## src/rtl/pattern_bit_serializer_if.sv

```systemverilog
// Load-side handshake bundle for pattern_bit_serializer.
// master = upstream word source, slave = the serializer.
interface pattern_bit_serializer_if #(
   parameter int WIDTH = 8
);
   logic [WIDTH-1:0] load_data;
   logic             load_valid;
   logic             load_ready;

   modport master (output load_data, output load_valid, input load_ready);
   modport slave  (input load_data, input load_valid, output load_ready);
endinterface

```

## src/rtl/pattern_bit_serializer.sv

```systemverilog
// Parallel-to-serial front end for the serial pattern detectors.
// Accepts a WIDTH-bit word over valid/ready and shifts it out one bit per
// clock on bit_o, streaming back-to-back words with no gap cycles.
// Optional feature macro: PATTERN_SER_REPEAT_EN adds repeat_i, which restarts
// the last captured word from a held copy when no new word arrives.
module pattern_bit_serializer #(
   parameter int WIDTH     = 8,
   parameter bit MSB_FIRST = 1'b1,
   parameter bit IDLE_BIT  = 1'b0
) (
   input  logic                    clk,
   input  logic                    rst,
   pattern_bit_serializer_if.slave load,
`ifdef PATTERN_SER_REPEAT_EN
   input  logic                    repeat_i,
`endif
   output logic                    bit_o,
   output logic                    bit_valid,
   output logic                    busy,
   output logic                    done
);

   localparam int            CW   = $clog2(WIDTH);
   localparam logic [CW-1:0] LAST = CW'(WIDTH - 1);

   typedef enum logic {
      IDLE  = 1'b0,
      SHIFT = 1'b1
   } state_t;

   state_t           state_q, state_d;
   logic [WIDTH-1:0] sreg_q, sreg_d;
   logic [CW-1:0]    cnt_q, cnt_d;
   logic             bit_q, bit_d;
   logic             active_q, active_d;
   logic             last;
   logic             accept;
`ifdef PATTERN_SER_REPEAT_EN
   logic [WIDTH-1:0] hold_q, hold_d;
`endif

   // The register's head bit is always the bit presented on bit_o.
   function automatic logic head_bit(input logic [WIDTH-1:0] w);
      return MSB_FIRST ? w[WIDTH-1] : w[0];
   endfunction

   // Advance the register so the next bit moves into the head position.
   function automatic logic [WIDTH-1:0] shift_word(input logic [WIDTH-1:0] w);
      return MSB_FIRST ? {w[WIDTH-2:0], 1'b0} : {1'b0, w[WIDTH-1:1]};
   endfunction

   // Handshake and done are decoded from state/counter only, never from load_valid.
   assign last            = (state_q == SHIFT) && (cnt_q == LAST);
   assign load.load_ready = (state_q == IDLE) || last;
   assign done            = last;
   assign accept          = load.load_valid && load.load_ready;

   assign bit_o     = bit_q;
   assign bit_valid = active_q;
   assign busy      = active_q;

   // Next-state: new word wins, then repeat (if built), then shift or go idle.
   always_comb begin
      state_d = state_q;
      sreg_d  = sreg_q;
      cnt_d   = cnt_q;
`ifdef PATTERN_SER_REPEAT_EN
      hold_d  = hold_q;
`endif
      if (accept) begin
         state_d = SHIFT;
         sreg_d  = load.load_data;
         cnt_d   = '0;
`ifdef PATTERN_SER_REPEAT_EN
         hold_d  = load.load_data;
`endif
      end else if (state_q == SHIFT) begin
         if (last) begin
`ifdef PATTERN_SER_REPEAT_EN
            if (repeat_i) begin
               sreg_d = hold_q;
               cnt_d  = '0;
            end else
`endif
            begin
               state_d = IDLE;
               sreg_d  = shift_word(sreg_q);
               cnt_d   = '0;
            end
         end else begin
            sreg_d = shift_word(sreg_q);
            cnt_d  = cnt_q + CW'(1);
         end
      end
      // Outputs are precomputed from the next state so they leave a flop.
      active_d = (state_d == SHIFT);
      bit_d    = (state_d == SHIFT) ? head_bit(sreg_d) : IDLE_BIT;
   end

   // State, datapath and registered outputs; reset discards any partial word.
   always_ff @(posedge clk or negedge rst) begin
      if (!rst) begin
         state_q  <= IDLE;
         sreg_q   <= '0;
         cnt_q    <= '0;
         bit_q    <= IDLE_BIT;
         active_q <= 1'b0;
`ifdef PATTERN_SER_REPEAT_EN
         hold_q   <= '0;
`endif
      end else begin
         state_q  <= state_d;
         sreg_q   <= sreg_d;
         cnt_q    <= cnt_d;
         bit_q    <= bit_d;
         active_q <= active_d;
`ifdef PATTERN_SER_REPEAT_EN
         hold_q   <= hold_d;
`endif
      end
   end

endmodule
```

## src/flat_wrapper.sv

```systemverilog
// flat-port wrapper written by rule: the top's interface ports become plain ports
module pattern_bit_serializer_flat 
#(
   parameter int WIDTH     = 8,
   parameter bit MSB_FIRST = 1'b1,
   parameter bit IDLE_BIT  = 1'b0
)
  (clk, rst, bit_o, bit_valid, busy, done, load_load_data, load_load_valid, load_load_ready);
  pattern_bit_serializer_if #(.WIDTH(WIDTH)) load_i ();
  input  logic clk;
  input  logic rst;
  output logic bit_o;
  output logic bit_valid;
  output logic busy;
  output logic done;
  input wire logic [$bits(load_i.load_data)-1:0] load_load_data;
  input wire logic [$bits(load_i.load_valid)-1:0] load_load_valid;
  output wire logic [$bits(load_i.load_ready)-1:0] load_load_ready;
  assign load_i.load_data = load_load_data;
  assign load_i.load_valid = load_load_valid;
  assign load_load_ready = load_i.load_ready;
  pattern_bit_serializer #(.WIDTH(WIDTH), .MSB_FIRST(MSB_FIRST), .IDLE_BIT(IDLE_BIT)) u_core (.clk(clk), .rst(rst), .load(load_i), .bit_o(bit_o), .bit_valid(bit_valid), .busy(busy), .done(done));
endmodule
```

## config.mk

```make
export PLATFORM = sky130hd
export DESIGN_NAME = pattern_bit_serializer_flat
export DESIGN_NICKNAME = d
export VERILOG_FILES = /design/src/rtl/pattern_bit_serializer_if.sv /design/src/rtl/pattern_bit_serializer.sv /design/src/flat_wrapper.sv
export SDC_FILE = /design/constraint.sdc
export NUM_CORES = 1
export LEC_CHECK = 0
export ABC_AREA = 1
export CORE_AREA = 5 5 42 44
export DETAILED_ROUTE_END_ITERATION = 10
export DIE_AREA = 0 0 47 49
export PLACE_DENSITY = 0.84
export SLEW_MARGIN = 10
export SYNTH_ARGS = -nofsm -noshare
export SYNTH_HDL_FRONTEND = slang
export SYNTH_SLANG_ARGS = --single-unit
```

## constraint.sdc

```tcl
create_clock -name clk -period 3.2 [get_ports clk]
set_clock_uncertainty 0.05 [all_clocks]
set_input_delay 0.32 -clock clk [delete_from_list [all_inputs] [get_ports clk]]
set_output_delay 0.32 -clock clk [all_outputs]
set_load 0.02 [all_outputs]
```

# Word level (Yosys, flattened, before mapping)
# Index checks and enable logic that the tools add are counted.
[word_totals]
register_bits = 13
input_bits = 11
[classes]
addsub = 1
n_eq_ne = 1
muxes = 9
n_bitwise = 1
n_reduce_logical = 4
[ops]
columns = ["operator", "count"]
rows = [
  ["two-way mux 8 bit", 2],
  ["two-way mux 3 bit", 3],
  ["two-way mux 1 bit", 4],
  ["adder 3 x 1 -> 3 bit (second input constant)", 1],
  ["equality test 3 bit (second input constant)", 1],
  ["logical AND 1 bit", 2],
  ["nonzero test 2 bit", 1],
  ["logical OR 1 bit", 1],
  ["NOT 1 bit", 1],
]

# Depth between registers and ports, before layout
# Gate-level depths: netlist (run 1).
[logic_depth]
ltp_word = 6
depth_mapped = 8

# Worst setup path after synthesis (run 1)
# OpenSTA, ideal clock, no wires.
[synth_path]
kind = "register to output"
start = "register u_core.cnt_q[0]"
end = "output port load_load_ready"
t_arrival_ns = 1.066
t_required_ns = 2.830
path_slack_ns = 1.764
path_stages_with_launch = 6
n_path_buf = 1
cell_sequence = "dfrtp_1 > ha_1 > ha_1 > inv_1 > nand2_1 > buf_6"
[synth_between]
elab_chain_cells = 3
[synth_lines]
columns = ["element", "line", "text"]
rows = [
  ["start: declaration", "pattern_bit_serializer.sv:33", "logic [CW-1:0] cnt_q, cnt_d;"],
  ["start signal: assignment", "pattern_bit_serializer.sv:114", "cnt_q <= cnt_d;"],
  ["equality test 3 bit", "pattern_bit_serializer.sv:53", "assign last = (state_q == SHIFT) && (cnt_q == LAST);"],
  ["logical AND 1 bit", "pattern_bit_serializer.sv:53", ""],
  ["logical OR 1 bit", "pattern_bit_serializer.sv:54", "assign load.load_ready = (state_q == IDLE) || last;"],
  ["end: declaration", "flat_wrapper.sv:18", "output wire logic [$bits(load_i.load_ready)-1:0] load_load_ready;"],
]
# No other way between the ends.

# Worst setup path after layout (run 1)
# Same ends and word-level chain as after synthesis.

==> results of run 1 <==
routing by layer:
layer	up-vias	track usage [%]	routed length (µm)	part of all wire, %
li1	265	-	-	-
met1	240	15.1	508	43
met2	11	16.3	570	49
met3	2	5.90	81	6.9
met4	0	2.76	10	0.85
met5	-	0	0	0
critical path, delay by kind of cell, from the launching register on:
family        cells  cell delay, ns
buf+inv           2            0.74
simple gates      1            0.24
fa+ha+maj         2            0.40
flops             1            0.39
registers in the layout, summed over array words and instances, names as in the netlist:
signal,count
u_core.sreg_q,8
u_core.cnt_q,3
u_core.bit_o,1
u_core.state_q,1
area by class of cell:
cell class | instances | area (µm²) | share of cell area [%]
inverter | 7 | 26.3 | 3.32
sequential | 13 | 325 | 41.1
tap | 16 | 20.0 | 2.53
clock buffer | 4 | 26.3 | 3.32
multi-input combinational | 49 | 243 | 30.7
timing repair buffer | 15 | 150 | 19.0
cells in the mapped netlist (all sizes together):
library cell   n  area, µm²
a21oi          1       5.00
buf            4       35.0
dfrtp         13        325
ha             2       25.0
inv            7       26.3
nand2         21       78.8
nand3         21        105
nand3b         1       11.3
nor2           2       12.5
o21ai          1       5.00
kinds of logic (layout without fill, tap and decap cells):
group           Yosys count  in the layout  share of synthesized area (%)
fa+ha+maj                 2              2                           3.98
flops                    13             13                           51.7
compound gates            2              2                           1.59
simple gates             45             45                           33.0
buf+inv                  11             26                           9.74
power breakdown:
part           internal (mW)  total (mW)  switching (mW)
clock                 0.0483      0.0963          0.0480
combinational          0.110       0.248           0.139
sequential             0.227       0.269          0.0419
worst paths after layout:
kind,end,from,depth (start not counted)
max in group asynchronous,u_core.sreg_q[2]$_DFFE_PN0P_,rst,1
min in group clk,u_core.sreg_q[0]$_DFFE_PN0P_,u_core.sreg_q[0]$_DFFE_PN0P_,2
setup / recovery,load_load_ready,u_core.cnt_q[0]$_DFFE_PN0P_,5
hold / removal,u_core.sreg_q[5]$_DFFE_PN0P_,rst,1
hold reg to reg,u_core.sreg_q[0]$_DFFE_PN0P_,u_core.sreg_q[0]$_DFFE_PN0P_,2
setup reg to reg,u_core.bit_o$_DFF_PN0_,u_core.cnt_q[0]$_DFFE_PN0P_,8
==> impl_summary.md, run 1 <==
Status
The run finished with clean final reports.

Global routing
The first global-routing pass estimated 1.92 mm of wire. The global-route usage over all layers is 11.4%. After global routing the overflow that remains totals 0.

Entering global routing, the biggest net connects 17 pins. The initial antenna violation count is 0. The via count of the first global-routing pass is 458.

Route
In the routed design, unresolved DRC markers number 0. For this run, the detailed router's first-pass iteration total came to 4. The vias per cell is between 4 and 5. For this block, the via count after detailed routing is 518.

Dividing the detail-routed wire length by the instance count gives approximately 11 µm. In this run, the number of DRC markers left after iteration 0 of detailed routing was 5. The remaining antenna violation count after routing is 0. The total wire length after detailed routing is 1.17 mm.

Clock tree
The clock latency of the later-clocked register in the worst-skew pair is approximately 0.27 ns. The count of cells resized by post-cts repair is 0. TritonCTS built the clock tree. The total number of clock tree sinks is 13. In this run the deepest clock path goes through 2 buffers. The H-tree depth is 1.

The clock transition at the register clock pins on the worst setup and hold paths after CTS is 0.07 ns. Buffers inserted during clock tree synthesis total 3. Post-CTS timing repair inserted 0 buffers for setup. The root buffer cell chosen for the clock tree is clkbuf_4. The number of hold-repair buffers added at the cts stage is 0.

Placement
The HPWL after detailed placement is 892 µm. The cell area after placement is 764 µm². Routability-driven placement finished with a final weighted congestion of approximately 0.78. The number of cells in the design after placement is 100. OpenSTA, run right after detailed placement, puts the worst setup slack at 1.09 ns. The count of buffers from port buffering is 15.

Logic synthesis
Synthesis produced a netlist with a net count of 86. In this run the mean area of a mapped cell was roughly 8.6 µm². The count of mapped cells out of synthesis is 73. The number of synthesized register bits is 13. The cell area after synthesis is approximately 630 µm². After synthesis, flip-flops and latches occupy around 52% of the total area. The Yosys step of the flow raised 0 warnings. The synthesized netlist contains 12 unique library cells.

STA
Hold is met by 0.351 ns. The final count of pins violating max slew is 0. At the pin with the least slew margin, the transition time is between 0.5 and 0.6 ns.

In the final timing run, aggregate negative setup slack is 0 ns. The number of endpoints with negative hold slack in the final report is 0. The smallest clock period supported by the final layout is computed as approximately 2.4 ns.

The final number of setup-violating endpoints is 0. The headroom to the max-slew limit is a little over three fifths. Setup repair after global routing left no endpoint under its margin. The worst path uses 75.4% of the clock period. Across all setup checks in the final design, the least slack found is 0.788 ns. The upper clock frequency limit is around 410 MHz.

Floorplan
The placeable core region is approximately 0.0014 mm². For this configuration, the core starts out at a cell density of 44.9%. The floorplan step set the die width to 47 µm. The overall die area is 0.00230 mm². The row count is 14. The die outline height is 49 µm.

The number of I/O pins is 16.

Setup path
The critical path is of the register to primary output type. The critical path goes through ha_1, ha_1, inv_1, nand2_1, clkdlybuf4s50_1. STA classifies the critical path endpoint as a primary output. The worst stage delay on the critical path is 0.63 ns. The signal arrival time at the worst endpoint is between 2 and 2.5 ns.

The worst setup path is launched from a register. The register-to-register setup slack is ~1.4 ns. The largest individual stage delay along the critical path comes from the cell clkdlybuf4s50_1. By instance count, the cell type seen most on the critical path is ha_1. Along the worst path, the maximum fanout reaches 11.

At the worst endpoint, the required time is 2.83 ns.

Power and ir drop
The areal power density over the cells is 776 mW/mm². The design draws between 0.6 and 0.7 mW. Across the VDD grid, the largest voltage drop is 447 µV.

The static leakage is between 0.4 and 0.5 nW.

Finish
The total of fill cells in the finished design is 136. The number of antenna diodes in the final layout is 0. The share of cells above drive strength 1 is 6.82%. The synthesis-to-layout area growth is 25.6%. After routing the design area is 791 µm². In the layout the commonest cells are 21 x nand2_1, 21 x nand3_1, 15 x clkdlybuf4s50_1. The share of the core filled with cells is 56.4%. In the final design database the tool counted 102 nets. Once layout is complete, the cells apart from fillers number 104.

Worst hold path
The type of the worst min-delay path is primary input to async pin.

Job
Max-cap violations in this run came to 0.
(Power assumes the default switching activity.)
==> run 2: changes to the inputs <==
Settings changed: CORE_AREA 5 5 42 44 to not set, CORE_MARGIN set to 5, CORE_UTILIZATION set to 45, DIE_AREA 0 0 47 49 to not set, PLACE_DENSITY 0.84 to 0.81.
Clock period 3.2 ns to 2.5 ns, I/O delays scaled along.
==> run 2 against run 1 <==
Against the previous run:
- first-iteration DRC count grew to 4.8 times the previous value
- core utilization up 4.1 points
- total power grew 30%
- non-clock buffer count rose by 1
- wire length increased by 9.0%
- hold slack worse by 0.052 ns
- cell area is 0.79% higher
- cell count is the same
==> impl_summary.md, run 2 (synthesis results as in run 1) <==
Clock tree
The total number of clock tree sinks is 13. The clock transition at the register clock pins on the worst setup and hold paths after CTS is 0.08 ns. The total CTS buffers is 3. The H-tree depth is 1. Once the clock tree was built, the setup fixing pass inserted 0 buffers. The root buffer selected by CTS is clkbuf_4. The number of hold-repair buffers added at the cts stage is 0. TritonCTS built the clock tree. The clock latency of the later-clocked register in the worst-skew pair is 0.27 ns. The count of cells resized by post-cts repair is 0. The clock passes through at most 2 buffers.

Job
The tool flagged a number of max-cap violations equal to 0.

Route
The average routed wire per standard cell is around 12 µm. The iteration-0 DRC count of the detailed router is 24. The post-detailed-route DRC marker count is 0. The total wire length after detailed routing is 1.28 mm. In the routed layout, each cell is associated on average with a via count of 5.33. The first detailed-routing pass ran for 4 iterations. The count of vias placed by the detailed router is 554. The remaining antenna violation count after routing is 0.

Finish
The repair_antennas step left the layout with diodes totalling 0. The share of cells above drive strength 1 is 7.87%. The number of flip-flops under the largest register name is 8. The filler cells instantiated in the layout total 109. u_core.sreg_q holds more flip-flops than any other register. For this run, the post-layout net count is 103. The top cell types in the final layout, fill and taps aside, are 21 x nand2_1, 21 x nand3_1, 15 x clkdlybuf4s50_1. Measured on the finished design, the core utilization comes to 60.5%. In the final layout, the registers with the most flip-flops are u_core.sreg_q x8, u_core.cnt_q x3. The synthesis-to-layout area growth is 26.6%.

STA
The headroom to the max-slew limit is 60.6%. After layout, the worst setup slack is 0.366 ns. Hold timing on the final database bottoms out at a slack of 0.299 ns. The final total negative setup slack is 0 ns. The upper clock frequency limit is 469 MHz. Subtracting the final worst setup slack from the clock period gives about 2.1 ns. The number of endpoints with negative hold slack in the final report is 0. The period utilization is between 80 and 90%. Setup repair after global routing left no endpoint under its margin. The final count of pins violating max slew is 0. The final number of setup-violating endpoints is 0.

For the pin with the worst max-slew slack, the measured transition is 0.590 ns.

Floorplan
The initialized floorplan defines 13 standard-cell rows. Measured along the x axis, the die boundary spans 47.4 µm. The overall die area is approximately 0.0022 mm². In this run the vertical extent of the chip is approximately 47 µm. The number of I/O pins is 16.

The placeable core region is between 0.001 and 0.0015 mm². Once the floorplan was initialized, standard cells occupied 47.8% of the core.

Placement
Port buffering added 15 buffers. The HPWL after detailed placement is 923 µm. At the end of routability-driven placement, the weighted congestion stood at between 0.7 and 0.8. The minimum setup slack after placement is 0.670 ns.

Setup path
The cell type of the slowest stage on the worst timing path is clkdlybuf4s50_1. STA classifies the critical path startpoint as a register. The peak fanout along the critical path is 4.

The critical path class is register to primary output. For this run, the slowest stage of the critical path takes 0.56 ns. The combined buffer and inverter count along the critical path is 2. The kind of end point of the critical path is a primary output. The number of cells traversed by the worst register-to-register path is 9.

The register-to-register setup slack is ~0.74 ns. The critical path goes through ha_1, ha_1, inv_1, nand2_1, clkdlybuf4s50_1. The capture instance of the worst register-to-register path is u_core.bit_o$_DFF_PN0_. The cell seen most often among critical-path stages is ha_1. The data required time of the worst path is 2.20 ns. The worst register-to-register path begins at u_core.cnt_q[0]$_DFFE_PN0P_. Data on the critical path arrives at its endpoint at 1.83 ns. The cell class contributing the biggest share of worst-path delay is buffers and inverters.

Global routing
The initial antenna violation count is 0. The via count of the first global-routing pass is ~520. The global-route usage over all layers is 14.1%. The overall overflow remaining after global route is 0. The first global-routing pass estimated ~2.2 mm of wire. Entering global routing, the biggest net connects 17 pins.

Worst hold path
The type of the worst min-delay path is primary input to async pin.

Power and ir drop
The areal power density over the cells is 1000 mW/mm². In this run the static leakage power is 0.406 nW. Across the VDD grid, the largest voltage drop is ~570 µV.

Status
The run finished with clean final reports.
[run 2: power breakdown]
| part | internal (mW) | switching (mW) |
|---|---|---|
| sequential | 0.290 | 0.0543 |
| clock | 0.0617 | 0.0640 |
| combinational | 0.149 | 0.177 |
[run 2: how the worst max path moves through the flow]
stage / startpoint / to / slack [ns] / cells past startpoint
detailed placement: u_core.cnt_q[0]$_DFFE_PN0P_ / load_load_ready / 0.67 / 5
global placement: u_core.cnt_q[0]$_DFFE_PN0P_ / load_load_ready / 0.71 / 5
global route: u_core.cnt_q[0]$_DFFE_PN0P_ / load_load_ready / 0.27 / 5
floorplan: u_core.cnt_q[0]$_DFFE_PN0P_ / u_core.sreg_q[7]$_DFF_PN0_ / 1.08 / 8
finish: u_core.cnt_q[0]$_DFFE_PN0P_ / load_load_ready / 0.37 / 5
CTS: u_core.cnt_q[0]$_DFFE_PN0P_ / load_load_ready / 0.36 / 5
[run 2: layer usage]
metal / up-vias / wire, µm / GRT usage (%) / share of wire (%)
met5: - / 0 / 0 / 0
met4: 0 / 13 / 8.29 / 1.0
met3: 2 / 104 / 3.45 / 8.2
met2: 19 / 610 / 20.9 / 48
met1: 265 / 548 / 18.4 / 43
li1: 268 / - / - / -
[run 2: layout make-up]
type | instances | area, µm² | area share (%)
sequential | 13 | 325 | 40.8
multi-input combinational | 49 | 243 | 30.5
timing repair buffer | 16 | 158 | 19.8
clock buffer | 4 | 26.3 | 3.30
inverter | 7 | 26.3 | 3.30
tap | 15 | 18.8 | 2.35
[run 2: through the flow]
stage / cell area [µm²] / total power [mW] / instances
2_1_floorplan: 629 / 0.573 / 73
3_3_place_gp: 771 / 0.664 / 100
3_5_place_dp: 771 / 0.680 / 100
4_1_cts: 797 / 0.806 / 104
5_1_grt: 797 / 0.879 / 104
6_report: 797 / 0.797 / 104
